--- src/rtl/jump_buzzer_pkg.sv ---
// rtl/jump_buzzer_pkg.sv - note frequencies, tone counter width and half-period helper
// Shared by jump_buzzer (chime gated by JUMP_BUZZER_CHIME_EN) and jump_buzzer_tone.
package jump_buzzer_pkg;

  localparam int TONE_W = 20;
  localparam logic [TONE_W-1:0] TONE_ONE = TONE_W'(1);

  localparam int NOTE_C4 = 262;
  localparam int NOTE_D4 = 294;
  localparam int NOTE_E4 = 330;
  localparam int NOTE_F4 = 349;
  localparam int NOTE_G4 = 392;
  localparam int NOTE_A4 = 440;
  localparam int NOTE_B4 = 494;
  localparam int NOTE_C5 = 523;

  typedef enum logic [3:0] {
    IDX_SILENT = 4'd0,
    IDX_C4     = 4'd1,
    IDX_D4     = 4'd2,
    IDX_E4     = 4'd3,
    IDX_F4     = 4'd4,
    IDX_G4     = 4'd5,
    IDX_A4     = 4'd6,
    IDX_B4     = 4'd7,
    IDX_CHIME  = 4'd8
  } note_idx_t;

  function automatic logic [TONE_W-1:0] hp_count(input int clk_hz, input int f);
    int hp;
    hp = clk_hz / (2 * f);
    return hp[TONE_W-1:0];
  endfunction

endpackage

--- src/rtl/jump_buzzer_tone.sv ---
// rtl/jump_buzzer_tone.sv - 50% duty square wave from a half-period count
// Disabled holds the wave low; restart clears the count but keeps the wave level.
module jump_buzzer_tone
  import jump_buzzer_pkg::*;
(
  input  logic              clk,
  input  logic              rst_n,
  input  logic [TONE_W-1:0] half_period,
  input  logic              enable,
  input  logic              restart,
  output logic              wave
);

  logic [TONE_W-1:0] cnt;

  always_ff @(posedge clk or negedge rst_n) begin
    if (!rst_n) begin
      cnt  <= '0;
      wave <= 1'b0;
    end else if (!enable) begin
      cnt  <= '0;
      wave <= 1'b0;
    end else if (restart) begin
      cnt <= '0;
    end else if (cnt == half_period - TONE_ONE) begin
      cnt  <= '0;
      wave <= ~wave;
    end else begin
      cnt <= cnt + TONE_ONE;
    end
  end

endmodule

--- src/rtl/jump_buzzer.sv ---
// rtl/jump_buzzer.sv - piezo driver: charge-level pitch plus landing chime
// Landing chime only exists when JUMP_BUZZER_CHIME_EN is defined.
module jump_buzzer
  import jump_buzzer_pkg::*;
#(
  parameter int CLK_HZ  = 25_175_000,
  parameter int DONE_MS = 100
) (
  input  logic       clk,
  input  logic       rst_n,
  input  logic [3:0] music_scale,
  input  logic       i_load_done,
  output logic       beep
);

  localparam logic [TONE_W-1:0] HP_C4 = hp_count(CLK_HZ, NOTE_C4);
  localparam logic [TONE_W-1:0] HP_D4 = hp_count(CLK_HZ, NOTE_D4);
  localparam logic [TONE_W-1:0] HP_E4 = hp_count(CLK_HZ, NOTE_E4);
  localparam logic [TONE_W-1:0] HP_F4 = hp_count(CLK_HZ, NOTE_F4);
  localparam logic [TONE_W-1:0] HP_G4 = hp_count(CLK_HZ, NOTE_G4);
  localparam logic [TONE_W-1:0] HP_A4 = hp_count(CLK_HZ, NOTE_A4);
  localparam logic [TONE_W-1:0] HP_B4 = hp_count(CLK_HZ, NOTE_B4);
  localparam logic [TONE_W-1:0] HP_C5 = hp_count(CLK_HZ, NOTE_C5);

  note_idx_t         scale_idx;
  note_idx_t         active_idx;
  note_idx_t         prev_idx;
  logic [TONE_W-1:0] half_period;
  logic              chime_on;

`ifdef JUMP_BUZZER_CHIME_EN
  localparam int CHIME_TICKS = CLK_HZ / 1000 * DONE_MS;
  localparam int CHIME_W     = $clog2(CHIME_TICKS + 1);

  logic [CHIME_W-1:0] chime_timer;
  logic               done_q;

  // A fresh rising edge always reloads, so a second landing restarts the chime.
  always_ff @(posedge clk or negedge rst_n) begin
    if (!rst_n) begin
      chime_timer <= '0;
      done_q      <= 1'b0;
    end else begin
      done_q <= i_load_done;
      if (i_load_done && !done_q) begin
        chime_timer <= CHIME_W'(CHIME_TICKS);
      end else if (chime_timer != '0) begin
        chime_timer <= chime_timer - CHIME_W'(1);
      end
    end
  end

  assign chime_on = (chime_timer != '0);
`else
  logic unused_load_done;
  assign unused_load_done = i_load_done;
  assign chime_on         = 1'b0;
`endif

  always_comb begin
    if (music_scale > 4'd7) begin
      scale_idx = IDX_B4;
    end else begin
      scale_idx = note_idx_t'(music_scale);
    end
    active_idx = chime_on ? IDX_CHIME : scale_idx;
  end

  always_comb begin
    case (active_idx)
      IDX_C4:    half_period = HP_C4;
      IDX_D4:    half_period = HP_D4;
      IDX_E4:    half_period = HP_E4;
      IDX_F4:    half_period = HP_F4;
      IDX_G4:    half_period = HP_G4;
      IDX_A4:    half_period = HP_A4;
      IDX_B4:    half_period = HP_B4;
      IDX_CHIME: half_period = HP_C5;
      default:   half_period = '0;
    endcase
  end

  always_ff @(posedge clk or negedge rst_n) begin
    if (!rst_n) begin
      prev_idx <= IDX_SILENT;
    end else begin
      prev_idx <= active_idx;
    end
  end

  jump_buzzer_tone u_tone (
    .clk         (clk),
    .rst_n       (rst_n),
    .half_period (half_period),
    .enable      (active_idx != IDX_SILENT),
    .restart     (active_idx != prev_idx),
    .wave        (beep)
  );

endmodule

--- config.mk ---
export PLATFORM = sky130hd
export DESIGN_NAME = jump_buzzer
export DESIGN_NICKNAME = d
export VERILOG_FILES = /design/src/rtl/jump_buzzer_pkg.sv /design/src/rtl/jump_buzzer_tone.sv /design/src/rtl/jump_buzzer.sv
export SDC_FILE = /design/constraint.sdc
export NUM_CORES = 1
export LEC_CHECK = 0
export ABC_AREA = 1
export CAP_MARGIN = 20
export CORE_MARGIN = 10
export CORE_UTILIZATION = 40
export CTS_CLUSTER_SIZE = 25
export DETAILED_ROUTE_END_ITERATION = 8
export DONT_BUFFER_PORTS = 1
export PLACE_DENSITY = 0.53
export REMOVE_ABC_BUFFERS = 1
export SLEW_MARGIN = 0
export SYNTH_ARGS = -nofsm -noshare
export SYNTH_HDL_FRONTEND = slang
export SYNTH_SLANG_ARGS = --single-unit
--- constraint.sdc ---
create_clock -name clk -period 3.55 [get_ports clk]
set_clock_uncertainty 0.05 [all_clocks]
set_input_delay 1.065 -clock clk [delete_from_list [all_inputs] [get_ports clk]]
set_output_delay 1.065 -clock clk [all_outputs]
set_load 0.01 [all_outputs]
==> results by group, run 1 <==
Critical path
  – WP depth: 19
  – Crit path largest cell delay: between 0.2 and 0.3 ns
  – Critical path buffers and inverters: 2
  – Nature of the critical path endpoint: flop
  – CP top delay family: simple AND/OR/NAND/NOR gates
  – CP Launch Type: primary input
  – Required time of the critical path: 3.66 ns
  – R2r worst-path depth: 10
  – Slowest cell on the critical path: nand3_4
  – Worst Path Class, Setup: in -> reg
  – Crit Path Max Fanout: 18
  – Critical path arrival: around 3.3 ns
  – Critical-path cell list: nor2_2, buf_4, ha_1, nand2_4, nand2_2, ha_1, nand2_1, inv_1, nand2_2, nor2_4, nand2_4, nand3_1, nand2_1, nor2_1, nand3_1, nor2_1, nand2_2, nand3_4, nor2_1

Die
  – Core ar.: around 5500 um2
  – Initial Utilization: 0.417
  – Die Footprint: ~9000 um2
  – I/O pins: 8
  – Die Y: roughly 96 um
  – Die W: 96.0 um
  – Row Count: 27

Timing
  – Final hold violation count: 0
  – Tcrit/Tclk final: 0.909
  – Setup tns final: 0 ns
  – Setup-violating endpoint count in the final report: 0
  – FMAX: about 310 MHz
  – Final Critical Period: approximately 3.2 ns
  – RSZ-0062 raised after global routing: no
  – Final Max Slew Viols: 0

Flow run
  – Max Cap Violations: 0

Yosys
  – Sequential fraction of the synthesis area: 0.271
  – Warning count from the yosys run: 0
  – Netlist cell types: 29
  – Ranking of synthesized cells by area: dfrtp_1 (27%), nand2_1 (16%), nand3_1 (9.1%)
  – Share of the synthesized area in the top cell type: 0.271
  – Post-synthesis cell count: about 340
  – #FFs+latches synth: 25
  – Syn_area_per_cell: a little under 7 um2
  – Cell taking the most area after synthesis: dfrtp_1
  – Synthesized cell area: around 2300 um2

Power and ir drop
  – Sw Share: 0.311
  – PwrDens: about 240 nW/um2
  – P_int: around 0.44 mW
  – LEAKAGE: between 1 and 1.5 nW
  – Total power: 0.636 mW
  – P_sw: just under 0.2 mW
  – Max rail drop VDD: approximately 140 uV
  – Comb pwr share: 0.254
  – Clk pwr share: 0.279
  – Sequential power share: 0.467

Routing
  – DRT Wirelength: around 5.7 mm
  – Detailed Route Iter0 Violations: 93
  – Vias per cell: ~4.8
  – Post-route antenna net violation count: 0
  – Pre-Repair DR Iteration Count: 4
  – Avg WL per Cell: 12.7 um
  – Routed vias: roughly 2,200
  – Drt drc: 0

Global routing
  – Largest net degree at the start of global routing: 26
  – Vias in the first global route: ~2,100
  – Met3 GRT Util: 0.0156
  – GR Util met2: 0.226
  – Gr busiest metal: met2
  – Antenna violations before repair: 0
  – Total GRT Usage: 0.138
  – Met1 Usage GRT: 0.184
  – Congestion Overflow GR: 0
  – First-pass GRT wire length: ~10 mm

CTS
  – TritonCTS clock tree: yes
  – Worst-path clk slew: 0.09 ns
  – # hold bufs at CTS: 0
  – CTS sink cnt: 25
  – CTS Buf Count: 3
  – CTS Root Cell: clkbuf_8
  – CTS resizes: 0
  – Worst skew pair latency: around 0.27 ns
  – H-tree depth: 1
  – Setup Buffers After CTS: 0
  – Longest Clk Path Bufs: 2

Finish
  – Share of cells above drive strength 1: 0.199
  – Final net count: between 300 and 400
  – Commonest cells after routing, fill and taps aside: nand2_1 (99), inv_1 (48), nand3_1 (42)
  – Design area: ~2700 um2
  – Fillers: 611
  – Post-route core utilization: 0.485
  – Layout area overhead: 16.4%
  – N_diodes: 0
  – Commonest non-fill, non-tap cell in the layout: nand2_1

Placement
  – Dpl hpwl: approximately 4.6 mm
  – Placed Area: between 2000 and 3000 um2
  – Placer Congestion: 0.856
  – Port bufs: 0

Worst hold path
  – Worst Hold Class: in -> async

Status
  – Status: completed
-- area by class of cell --
type / instances / area [um2] / share of cell area
timing repair buffer: 35 / 263 / 0.0978
inverter: 50 / 188 / 0.0698
tap: 72 / 90.1 / 0.0335
sequential: 25 / 626 / 0.233
multi-input combinational: 267 / 1480 / 0.549
clock buffer: 4 / 45.0 / 0.0168
-- metrics by stage --
step / hold slack (ns) / worst slack [ns] / cells
after CTS: 0.413 / 0.327 / 453
final: 0.420 / 0.322 / 453
after detailed placement: 0.468 / 0.0113 / 449
after global placement: 0.456 / 0.0523 / 449
after floorplan: 0.424 / 0.0928 / 342
after global routing: 0.405 / 0.0594 / 453
-- flip-flops by register name (all words and copies together), names as in the netlist --
signal       count
u_tone.cnt      20
u_tone.wave      1
prev_idx         4
-- worst paths after layout --
| kind | from | end | slack [ns] |
|---|---|---|---|
| hold reg to reg | u_tone.cnt[0]$_DFF_PN0_ | u_tone.cnt[0]$_DFF_PN0_ | 0.48 |
| min in group clk | u_tone.cnt[0]$_DFF_PN0_ | u_tone.cnt[0]$_DFF_PN0_ | 0.48 |
| max in group asynchronous | rst_n | u_tone.cnt[5]$_DFF_PN0_ | 2.95 |
| setup reg to reg | u_tone.cnt[0]$_DFF_PN0_ | u_tone.cnt[18]$_DFF_PN0_ | 1.27 |
| hold / removal | rst_n | u_tone.wave$_DFFE_PN0P_ | 0.42 |
| setup / recovery | music_scale[3] | u_tone.cnt[5]$_DFF_PN0_ | 0.32 |
-- power groups by stage --
| stage | registers (mW) | logic [mW] | clock network [mW] |
|---|---|---|---|
| after floorplan | 0.301 | 0.105 | 0 |
| after global placement | 0.303 | 0.160 | 0 |
| after detailed placement | 0.303 | 0.163 | 0 |
| after CTS | 0.298 | 0.163 | 0.184 |
| after global routing | 0.298 | 0.184 | 0.195 |
| final | 0.297 | 0.162 | 0.177 |
-- routing by layer --
metal | part of all wire | wire, um | vias up
met5 | 0 | 0 | -
met4 | 0.017 | 97 | 0
met3 | 0.018 | 101 | 9
met2 | 0.47 | 2690 | 17
met1 | 0.50 | 2850 | 988
li1 | - | - | 1148
-- cell families after synthesis --
logic type | after synthesis | synth area share
fa+ha+maj | 7 | 0.0379
other cells | 1 | 0.00162
compound gates | 11 | 0.0265
xor+xnor | 25 | 0.0981
flops | 25 | 0.271
simple gates | 223 | 0.475
buf+inv | 51 | 0.0899
-- cells in the mapped netlist --
library cell and count:
nand2_1 99, inv_1 48, nand3_1 42, nor2_1 31, dfrtp_1 25, xor2_1 20
nor2_2 11, nand2_2 9, ha_1 7, nand2_4 7, o21ai_0 7, nand4_1 6
nor3_1 6, xnor2_1 4, nor2_4 3, nor4_1 3, a21oi_1 2, inv_2 2
a21boi_0 1, a31o_2 1, buf_12 1, conb_1 1, nand3_4 1, nand3b_1 1
nor2_8 1, nor3_4 1, nor3b_1 1, or2_2 1, xor2_2 1
Power figures use the tool's default switching activity.
==> run 2, diff against run 1 <==
- SETUP_SLACK_MARGIN: unset -> 0.02
- clock period: 3.55 -> 3.3 ns (I/O delays scaled with it)
==> results by group, run 2 (synthesis results as in run 1) <==
Critical path
  – Slowest cell on the critical path: nor3_4
  – Crit Path Max Fanout: 7 (-11)
  – Critical path buffers and inverters: 5 (+3)
  – Critical path arrival: 3.18 ns (-0.16 ns)
  – Nature of the critical path endpoint: flop
  – Setup crit start: music_scale[3]
  – Required time of the critical path: 3.42 ns (-0.24 ns)
  – CP Launch Type: primary input
  – RR Startpoint: u_tone.cnt[0]$_DFF_PN0_
  – CP top delay family: simple AND/OR/NAND/NOR gates
  – CP dominant cell by count: nand2_1
  – Crit path largest cell delay: 0.24 ns (about the same)
  – Worst Path Class, Setup: in -> reg
  – Critical-path cell list: nor2_4, inv_2, ha_4, nand2_2, nand2_4, ha_4, buf_4, inv_1, nand2_1, nand2_1, inv_1, nand2_1, nand3_2, nor2_4, nand3_2, nor2_1, nand3_1, nor3_4, nand2_2, nand3_4, clkbuf_16, nor2_2

CTS
  – TritonCTS clock tree: yes
  – CTS sink cnt: 25 (unchanged)
  – CTS Root Cell: clkbuf_8
  – # hold bufs at CTS: 0 (unchanged)
  – H-tree depth: 1 (unchanged)
  – Longest Clk Path Bufs: 2 (unchanged)
  – Worst skew pair latency: 0.27 ns (about the same)
  – Worst-path clk slew: 0.10 ns (about the same)
  – CTS Buf Count: 3 (unchanged)

Finish
  – Final net count: 413 (+4.3%)
  – Largest registers: u_tone.cnt (20), prev_idx (4), u_tone.wave (1)
  – Layout area overhead: 26.7%
  – Commonest cells after routing, fill and taps aside: nand2_1 (97), buf_4 (48), inv_1 (46)
  – Share of cells above drive strength 1: 0.264 (+0.0643)
  – N_diodes: 0 (unchanged)
  – Layout Cells excl Fill: 470 (+3.8%)
  – FF/Latch Area: 626 um2 (unchanged)
  – Multi-input gate area: 1550 um2 (+4.9%)
  – Max FFs per register: 20 (unchanged)
  – Commonest non-fill, non-tap cell in the layout: nand2_1
  – Reg with most FFs: u_tone.cnt
  – Fillers: 582 (-4.7%)
  – Design area: 2930 um2 (+8.9%)

Placement
  – Dpl cells: 461 (+2.7%)
  – Placed Area: 2730 um2 (+3.4%)
  – Pre-CTS setup slack: -0.157 ns (-0.168 ns)
  – Port bufs: 0 (unchanged)
  – Placer Congestion: 0.936 (+9.3%)
  – Dpl hpwl: 4.65 mm (+0.77%)

Timing
  – Final Max Slew Viols: 0 (unchanged)
  – RSZ-0062 raised after global routing: no
  – Setup-violating endpoint count in the final report: 0 (unchanged)
  – FMAX: 327 MHz
  – Final hold violation count: 0 (unchanged)
  – Tcrit/Tclk final: 0.926
  – Setup tns final: 0 ns (unchanged)
  – Final setup margin: 0.245 ns (-0.0773 ns)
  – Final Critical Period: between 3 and 4 ns

Global routing
  – Total GRT Usage: 0.136 (-0.00210)
  – Congestion Overflow GR: 0 (unchanged)
  – Largest net degree at the start of global routing: 26 (unchanged)
  – Antenna violations before repair: 0 (unchanged)
  – Met1 Usage GRT: 0.178 (-0.00601)
  – First-pass GRT wire length: 9.98 mm (-0.55%)
  – GR Util met2: 0.232 (+0.00617)
  – Gr busiest metal: met2
  – Vias in the first global route: 2,193 (+3.0%)
  – Met3 GRT Util: 0.0148 (-0.000778)

Die
  – Row Count: 27 (unchanged)
  – Die W: 96.0 um (unchanged)
  – Die Footprint: 9210 um2 (unchanged)
  – Die Y: 96.0 um (unchanged)
  – Core ar.: 5540 um2 (unchanged)
  – I/O pins: 8 (unchanged)
  – Initial Utilization: 0.417 (unchanged)

Flow run
  – Max Cap Violations: 0 (unchanged)

Power and ir drop
  – Max rail drop VDD: 147 uV (+2.9%)
  – Total power: 0.724 mW (+14%)
  – LEAKAGE: 1.47 nW (+7.6%)
  – PwrDens: 247 nW/um2 (+4.5%)

Routing
  – Detailed Route Iter0 Violations: 111 (+19%)
  – DRT Wirelength: 5.91 mm (+3.0%)
  – Routed vias: 2,208 (+2.1%)
  – Pre-Repair DR Iteration Count: 4 (unchanged)
  – Drt drc: 0 (unchanged)
  – Post-route antenna net violation count: 0 (unchanged)
  – Vias per cell: 4.70 (-1.6%)
  – Avg WL per Cell: 12.6 um (-0.74%)

Worst hold path
  – Worst Hold Class: in -> async

Status
  – Status: completed
-- run 2: cell count changes in the layout (fill, tap and decap cells not counted), sizes merged --
cell and delta:
clkinv +1, buf +16
-- run 2: worst paths after layout --
| kind | to | slack [ns] | cells after the start |
|---|---|---|---|
| worst max-delay path | u_tone.cnt[16]$_DFF_PN0_ | 0.24 | 22 |
| worst min-delay path | u_tone.cnt[5]$_DFF_PN0_ | 0.35 | 0 |
| worst max register to register | u_tone.cnt[18]$_DFF_PN0_ | 1.04 | 10 |
| worst min register to register | u_tone.cnt[0]$_DFF_PN0_ | 0.47 | 1 |
| max in group asynchronous | u_tone.cnt[4]$_DFF_PN0_ | 2.78 | 0 |
| min in group clk | u_tone.cnt[0]$_DFF_PN0_ | 0.47 | 1 |
-- run 2: where the power goes --
part / total [mW] / internal, mW / switching, mW
Combinational: 0.211 / 0.0970 / 0.114
Sequential: 0.319 / 0.313 / 0.00676
Clock: 0.194 / 0.0847 / 0.109
Total: 0.724 / 0.494 / 0.230
-- run 2: per-stage QoR --
step / hold slack, ns / utilization
after detailed placement: 0.467 / 0.493
final: 0.346 / 0.528
after global routing: 0.323 / 0.528
after CTS: 0.339 / 0.502
after global placement: 0.458 / 0.493
after floorplan: 0.424 / -
-- run 2: final cells by class --
class	count	share of cell area
sequential	25	0.214
tap	72	0.0308
clock buffer	3	0.0141
timing repair buffer	52	0.146
multi-input combinational	267	0.529
inverter	50	0.0641
clock inverter	1	0.00171
-- run 2: worst register-to-register path, cell delays in order (launching register included) --
cell	delay (ns)
dfrtp_1	0.43
ha_1	0.21
nand3_1	0.12
nor2_1	0.13
nand2_1	0.10
nor3_1	0.33
nand2_1	0.17
nor4_1	0.30
xor2_1	0.19
nand2_1	0.07
nor2_1	0.10
-- run 2: layer usage --
layer | up-vias | share of wire | wire [um]
met1 | 1008 | 0.49 | 2880
met5 | - | 0 | 0
met4 | 0 | 0.0059 | 35
met2 | 20 | 0.47 | 2810
li1 | 1178 | - | -
met3 | 2 | 0.032 | 190
-- run 2: what timing repair did --
| item | in CTS | in global routing |
|---|---|---|
| resized for setup | 0 | 19 |
| buffers inserted | 0 | 4 |
| setup endpoints to repair | 0 | 21 |
==> run 3, diff against run 2 <==
- SKIP_LAST_GASP: unset -> 1
==> results of run 3 <==
Final layout, timing and power as in run 2 (identical DEF).
